## config.mk

```make
export PLATFORM = sky130hd
export DESIGN_NAME = wb_rr_arbiter
export DESIGN_NICKNAME = d
export VERILOG_FILES = /design/src/rtl/wb_arb_pkg.sv /design/src/rtl/rr_picker.sv /design/src/rtl/wb_rr_arbiter.sv
export SDC_FILE = /design/constraint.sdc
export NUM_CORES = 1
export LEC_CHECK = 0
export CAP_MARGIN = 10
export CORE_AREA = 5 5 109 111
export CTS_BUF_LIST = sky130_fd_sc_hd__clkbuf_8
export DETAILED_ROUTE_END_ITERATION = 10
export DIE_AREA = 0 0 114 116
export GPL_TIMING_DRIVEN = 1
export PLACE_DENSITY = 0.72
export SYNTH_ARGS = -nofsm -noshare
export SYNTH_HDL_FRONTEND = slang
export SYNTH_SLANG_ARGS = --single-unit
```

## constraint.sdc

```tcl
create_clock -name clk -period 2.8 [get_ports clk]
set_input_delay 0.56 -clock clk [delete_from_list [all_inputs] [get_ports clk]]
set_output_delay 0.56 -clock clk [all_outputs]
set_load 0.01 [all_outputs]
```

## src/rtl/wb_arb_pkg.sv

```systemverilog
// Shared types and constants for the Wishbone round-robin arbiter.
package wb_arb_pkg;

  // Arbiter control states
  typedef enum logic [1:0] {
    ST_IDLE  = 2'd0,
    ST_GRANT = 2'd1,
    ST_ABORT = 2'd2
  } arb_state_e;

  // Index width for the default master count; the top derives its own from NUM_MASTERS
  localparam int unsigned DEFAULT_NUM_MASTERS = 2;
  localparam int unsigned IDX_W               = $clog2(DEFAULT_NUM_MASTERS);

  // Width of the outstanding-access counter (max 15 in flight)
  localparam int unsigned OUTSTANDING_W = 4;

  // Bits needed to hold values 0..max_val, at least one bit
  function automatic int unsigned cnt_w(input int unsigned max_val);
    return (max_val < 2) ? 1 : $clog2(max_val + 1);
  endfunction

endpackage

```

## src/rtl/rr_picker.sv

```systemverilog
// Combinational round-robin picker: first requester strictly after 'last', wrapping.
module rr_picker #(
  parameter int unsigned N  = 2,
  parameter int unsigned IW = 1
) (
  input  logic [N-1:0]  req,
  input  logic [IW-1:0] last,
  output logic          valid,
  output logic [IW-1:0] winner
);

  // Scan indices above 'last' first, then wrap to the bottom of the vector
  always_comb begin
    valid  = 1'b0;
    winner = '0;
    for (int i = 0; i < N; i++) begin
      if (!valid && req[i] && (i > int'(last))) begin
        valid  = 1'b1;
        winner = IW'(i);
      end
    end
    for (int i = 0; i < N; i++) begin
      if (!valid && req[i] && (i <= int'(last))) begin
        valid  = 1'b1;
        winner = IW'(i);
      end
    end
  end

endmodule

```

## src/rtl/wb_rr_arbiter.sv

```systemverilog
// Wishbone N:1 round-robin arbiter with cycle-granular grants and a slave watchdog.
module wb_rr_arbiter
  import wb_arb_pkg::*;
#(
  parameter int unsigned NUM_MASTERS    = 2,
  parameter int unsigned DATA_WIDTH     = 32,
  parameter int unsigned ADDR_WIDTH     = 32,
  parameter int unsigned TIMEOUT_CYCLES = 255
) (
  input  logic                                clk,
  input  logic                                rst,
  input  logic [NUM_MASTERS-1:0]              m_cyc,
  input  logic [NUM_MASTERS-1:0]              m_stb,
  input  logic [NUM_MASTERS-1:0]              m_we,
  input  logic [NUM_MASTERS*ADDR_WIDTH-1:0]   m_addr,
  input  logic [NUM_MASTERS*DATA_WIDTH-1:0]   m_wdata,
  input  logic [NUM_MASTERS*DATA_WIDTH/8-1:0] m_sel,
  output logic [NUM_MASTERS-1:0]              m_stall,
  output logic [NUM_MASTERS-1:0]              m_ack,
  output logic [NUM_MASTERS-1:0]              m_err,
  output logic [DATA_WIDTH-1:0]               m_rdata,
  output logic                                s_cyc,
  output logic                                s_stb,
  output logic                                s_we,
  output logic [ADDR_WIDTH-1:0]               s_addr,
  output logic [DATA_WIDTH-1:0]               s_wdata,
  output logic [DATA_WIDTH/8-1:0]             s_sel,
  input  logic                                s_stall,
  input  logic                                s_ack,
  input  logic                                s_err,
  input  logic [DATA_WIDTH-1:0]               s_rdata,
  output logic [$clog2(NUM_MASTERS)-1:0]      grant_idx,
  output logic                                busy
);

  localparam int unsigned IW    = $clog2(NUM_MASTERS);
  localparam int unsigned SEL_W = DATA_WIDTH / 8;
  localparam int unsigned WD_W  = cnt_w(TIMEOUT_CYCLES);
  localparam logic [WD_W-1:0] WD_LIMIT = WD_W'(TIMEOUT_CYCLES);
  localparam logic            WD_EN    = (TIMEOUT_CYCLES != 0);

  arb_state_e               state_q, state_d;
  logic [IW-1:0]            grant_idx_q, grant_idx_d;
  logic [IW-1:0]            last_q, last_d;
  logic                     busy_q, busy_d;
  logic [OUTSTANDING_W-1:0] out_q, out_d;
  logic [WD_W-1:0]          wd_q, wd_d;

  logic          pick_valid;
  logic [IW-1:0] pick_idx;
  logic          g_cyc, g_stb;
  logic          accept, resp, wd_fire;

  logic [ADDR_WIDTH-1:0] addr_a  [NUM_MASTERS];
  logic [DATA_WIDTH-1:0] wdata_a [NUM_MASTERS];
  logic [SEL_W-1:0]      sel_a   [NUM_MASTERS];

  // Unflatten the per-master payload buses
  for (genvar i = 0; i < NUM_MASTERS; i++) begin : g_unpack
    assign addr_a[i]  = m_addr[i*ADDR_WIDTH +: ADDR_WIDTH];
    assign wdata_a[i] = m_wdata[i*DATA_WIDTH +: DATA_WIDTH];
    assign sel_a[i]   = m_sel[i*SEL_W +: SEL_W];
  end

  rr_picker #(
    .N  (NUM_MASTERS),
    .IW (IW)
  ) u_picker (
    .req    (m_cyc),
    .last   (last_q),
    .valid  (pick_valid),
    .winner (pick_idx)
  );

  // Bus routing: granted master passes straight through, everyone else is stalled
  always_comb begin
    g_cyc   = m_cyc[grant_idx_q];
    g_stb   = m_stb[grant_idx_q];
    s_cyc   = 1'b0;
    s_stb   = 1'b0;
    s_we    = 1'b0;
    s_addr  = '0;
    s_wdata = '0;
    s_sel   = '0;
    m_stall = '1;
    m_ack   = '0;
    m_err   = '0;
    m_rdata = s_rdata;
    case (state_q)
      ST_GRANT: begin
        s_cyc                = g_cyc;
        s_stb                = g_cyc & g_stb;
        s_we                 = m_we[grant_idx_q];
        s_addr               = addr_a[grant_idx_q];
        s_wdata              = wdata_a[grant_idx_q];
        s_sel                = sel_a[grant_idx_q];
        m_stall[grant_idx_q] = s_stall;
        m_ack[grant_idx_q]   = s_ack;
        m_err[grant_idx_q]   = s_err;
      end
      ST_ABORT: begin
        m_err[grant_idx_q] = 1'b1;
      end
      default: ;
    endcase
  end

  // Next-state, arbitration and watchdog bookkeeping
  always_comb begin
    state_d     = state_q;
    grant_idx_d = grant_idx_q;
    last_d      = last_q;
    out_d       = out_q;
    wd_d        = wd_q;
    accept      = s_stb & ~s_stall;
    resp        = (state_q == ST_GRANT) & (s_ack | s_err);
    wd_fire     = WD_EN && (wd_q == WD_LIMIT) && !resp;
    case (state_q)
      ST_IDLE: begin
        out_d = '0;
        wd_d  = '0;
        if (pick_valid) begin
          grant_idx_d = pick_idx;
          last_d      = pick_idx;
          state_d     = ST_GRANT;
        end
      end
      ST_GRANT: begin
        if (accept && !resp && (out_q != '1)) begin
          out_d = out_q + OUTSTANDING_W'(1);
        end else if (resp && !accept && (out_q != '0)) begin
          out_d = out_q - OUTSTANDING_W'(1);
        end
        // A response always wins over the timeout on the same cycle
        if (resp || ((out_q == '0) && !accept)) begin
          wd_d = '0;
        end else if (wd_q != '1) begin
          wd_d = wd_q + WD_W'(1);
        end
        if (!g_cyc) begin
          state_d = ST_IDLE;
          out_d   = '0;
          wd_d    = '0;
        end else if (wd_fire) begin
          state_d = ST_ABORT;
          out_d   = '0;
          wd_d    = '0;
        end
      end
      ST_ABORT: begin
        state_d = ST_IDLE;
        out_d   = '0;
        wd_d    = '0;
      end
      default: begin
        state_d = ST_IDLE;
      end
    endcase
    busy_d = (state_d != ST_IDLE);
  end

  // State and pointer registers; pointer resets so master 0 wins first
  always_ff @(posedge clk or posedge rst) begin
    if (rst) begin
      state_q     <= ST_IDLE;
      grant_idx_q <= '0;
      last_q      <= IW'(NUM_MASTERS - 1);
      busy_q      <= 1'b0;
      out_q       <= '0;
      wd_q        <= '0;
    end else begin
      state_q     <= state_d;
      grant_idx_q <= grant_idx_d;
      last_q      <= last_d;
      busy_q      <= busy_d;
      out_q       <= out_d;
      wd_q        <= wd_d;
    end
  end

  assign grant_idx = grant_idx_q;
  assign busy      = busy_q;

endmodule

```

==> results.sh <==
export IMPL_grt_max_degree=73
export IMPL_arrival_ns=2.08
export IMPL_critPathCaptureType="output port"
export IMPL_worstMarginPinSlew_ns=0.649
export IMPL_htreeDepth=1
export IMPL_crit_fanout=6
export IMPL_worstReg2RegStart="state_q[1]$_DFF_PP0_"
export IMPL_die_y_um=116
export IMPL_synth_nets=497
export IMPL_holdCritPathClass="flop to flop"
export IMPL_final_cell_mix="clkdlybuf4s50_1 (225), nor2b_1 (72), mux2i_1 (71)"
export IMPL_wl_per_cell_um=18.4
export IMPL_synthXorXnorAreaFrac_pct=1.37
export IMPL_num_vias=2893
export IMPL_synth_avg_cell_area_sq_um=8.23
export IMPL_clk_latency_ns=0.25
export IMPL_final_setup_viol_count=0
export IMPL_root_buffer="clkbuf_8"
export IMPL_ant_nets=0
export IMPL_period_needed_ns=2.64
export IMPL_synth_compound_area_share_pct=8.58
export IMPL_rsz0062_at_grt="false"
export IMPL_detail_route_iter0_violations=116
export IMPL_netlist_instances=310
export IMPL_overflow=0
export IMPL_firstDrtPassIters=4
export IMPL_vias_per_cell=4.51
export IMPL_seq_area_frac_synth_pct=16.7
export IMPL_nets=689
export IMPL_synth_top_family_by_area="multiplexers"
export IMPL_power_total_mw=3.72
export IMPL_grt_pass1_wl_mm=17.2
export IMPL_drv_cap=0
export IMPL_power_leakage_nw=2.00
export IMPL_tns_ns=0
export IMPL_synthMuxAreaShare_pct=28.3
export IMPL_drive_above_1_share_pct=5.79
export IMPL_globalplace_congestion=0.850
export IMPL_port_buffers=225
export IMPL_fp_dieW_um=114
export IMPL_peakVddDrop_uv=760
export IMPL_n_antenna_cell=0
export IMPL_clk_pin_slew_ns=0.07
export IMPL_area_growth_pct=90.6
export IMPL_fin_skew_ns=0.00333
export IMPL_slew_viol_final=0
export IMPL_fillers=1044
export IMPL_dieArea_sq_um=13200
export IMPL_hold_start="wd_q[6]$_DFFE_PP0P_"
export IMPL_power_density_nw_per_um2=766
export IMPL_fin_crit_sh_pct=94.2
export IMPL_io_pins=290
export IMPL_status="completed"
export IMPL_layout_commonest_cell="clkdlybuf4s50_1"
export IMPL_grt_pass1_vias=3001
export IMPL_dp_hpwl_mm=10.0
export IMPL_critPathLaunchType="input port"
export IMPL_fmaxAchievable_mhz=379
export IMPL_track_usage_pct=16.5
export IMPL_rows=38
export IMPL_synth_ff_type="dfrtp_1"
export IMPL_antenna_found_initial=0
export IMPL_startpoint="m_cyc[0]"
export IMPL_path_class="input port to output port"
export IMPL_cts_buffers=3
export IMPL_syn_area_sq_um=2550
export IMPL_cts_tree="done"
export IMPL_core_area_sq_um=10700
export IMPL_synthAdderAreaFrac_pct=4.22
export IMPL_cts_num_sinks=17
export IMPL_yosys_warnings=0
export IMPL_routed_wirelength_mm=11.8
export IMPL_slew_headroom_pct=56.7
export IMPL_hold_viol=0
export IMPL_clock_path_buffers=2
export IMPL_synth_edf_count=0
export IMPL_yosysUniqueCellTypes=44
export IMPL_drc_errors=0
export IMPL_synthArstFlopShare_pct=100
export IMPL_start_util_pct=23.8
export IMPL_worstPathRequired_ns=2.24
export IMPL_ys_seq_elements=17
export IMPL_synth_simple_area_share_pct=27.5
where the power goes:
group | switching [mW] | internal, mW | total [mW] | leakage [nW]
combinational | 1.33 | 1.78 | 3.10 | 1.75
clock | 0.0912 | 0.0988 | 0.190 | 0.0255
sequential | 0.119 | 0.310 | 0.429 | 0.222
total | 1.54 | 2.19 | 3.72 | 2.00
worst max-delay path, cell delays in order:
cell and delay (ns):
clkdlybuf4s50_1 0.51, buf_4 0.15, mux2i_1 0.10, nor2b_1 0.19
clkdlybuf4s50_1 0.57
final timing paths:
check	endpoint	slack, ns	depth (start not counted)
max	s_cyc	0.16	5
min in group asynchronous	wd_q[3]$_DFFE_PP0P_	0.69	2
max reg2reg	out_q[3]$_DFFE_PP0P_	0.31	11
max in group asynchronous	grant_idx$_DFFE_PP0P_	1.63	2
min	wd_q[6]$_DFFE_PP0P_	0.52	1
min reg2reg	wd_q[6]$_DFFE_PP0P_	0.52	1
cell type report:
| type | instances | area [sq um] | share of cell area, % |
|---|---|---|---|
| repair buffers | 238 | 2390 | 49.1 |
| multi-input cells | 236 | 1800 | 37.0 |
| flip-flops and latches | 17 | 430 | 8.85 |
| well taps | 140 | 175 | 3.60 |
| clock buffers | 3 | 41.3 | 0.849 |
| inverters | 6 | 22.5 | 0.463 |
| clock inverters | 1 | 5.00 | 0.103 |
layer usage:
metal  routed length, um  GRT usage (%)  share of wire [%]  vias to the layer above
met2                5670           27.9                 48                      155
met5                   0              0                  0                        -
li1                    -              -                  -                     1408
met3                1170           5.33                9.9                        6
met4                  47           1.58               0.40                        0
met1                4900           21.3                 42                     1324
metrics by stage:
step                      setup slack [ns]  hold slack (ns)  cell area (sq um)  cells  util (%)
after floorplan                      0.314            0.470               2550    310         -
after CTS                            0.136            0.511               4850    641      45.3
after global placement               0.112            0.495               4800    637      44.9
after detailed placement            0.0246            0.496               4800    637      44.9
final                                0.163            0.518               4860    641      45.5
after global routing                0.0645            0.535               4860    641      45.5
cells in the mapped netlist (all sizes together) (2+ instances only):
| master | instances | share of area (%) |
|---|---|---|
| a21oi | 4 | 0.78 |
| and3 | 2 | 0.49 |
| inv | 6 | 0.88 |
| clkbuf | 12 | 1.8 |
| o21ai | 14 | 2.9 |
| nand3b | 2 | 0.59 |
| xnor2 | 2 | 0.69 |
| nor3b | 2 | 0.59 |
| nor2b | 72 | 18 |
| ha | 7 | 3.4 |
| nand2 | 13 | 1.9 |
| xor2 | 2 | 0.69 |
| nand3 | 7 | 1.4 |
| or4 | 2 | 0.74 |
| nor3 | 2 | 0.59 |
| o31ai | 2 | 0.59 |
| a31oi | 3 | 1.3 |
| a21boi | 2 | 0.74 |
| dfrtp | 16 | 16 |
| buf | 39 | 11 |
| nor2 | 11 | 1.6 |
| nand2b | 3 | 0.74 |
| mux2i | 71 | 28 |
sequential cells by signal (all words and copies together), names as in the netlist:
register,count
out_q,4
grant_idx,1
wd_q,8
state_q,2
busy,1
last_q,1
cells by family after synthesis:
kind of cell	Yosys count
buffers and inverters	57
AND/OR/NAND/NOR	120
adder cells (fa/ha/maj)	8
AO/OA/AOI/OAI	32
XOR/XNOR	4
flip-flops	17
multiplexers	72
what timing repair did:
item | CTS | global route
setup buffers | 0 | 0
hold buffers | 0 | 0
setup endpoints to repair | 0 | 4
resized for setup | 0 | 2
(Power assumes the default switching activity.)
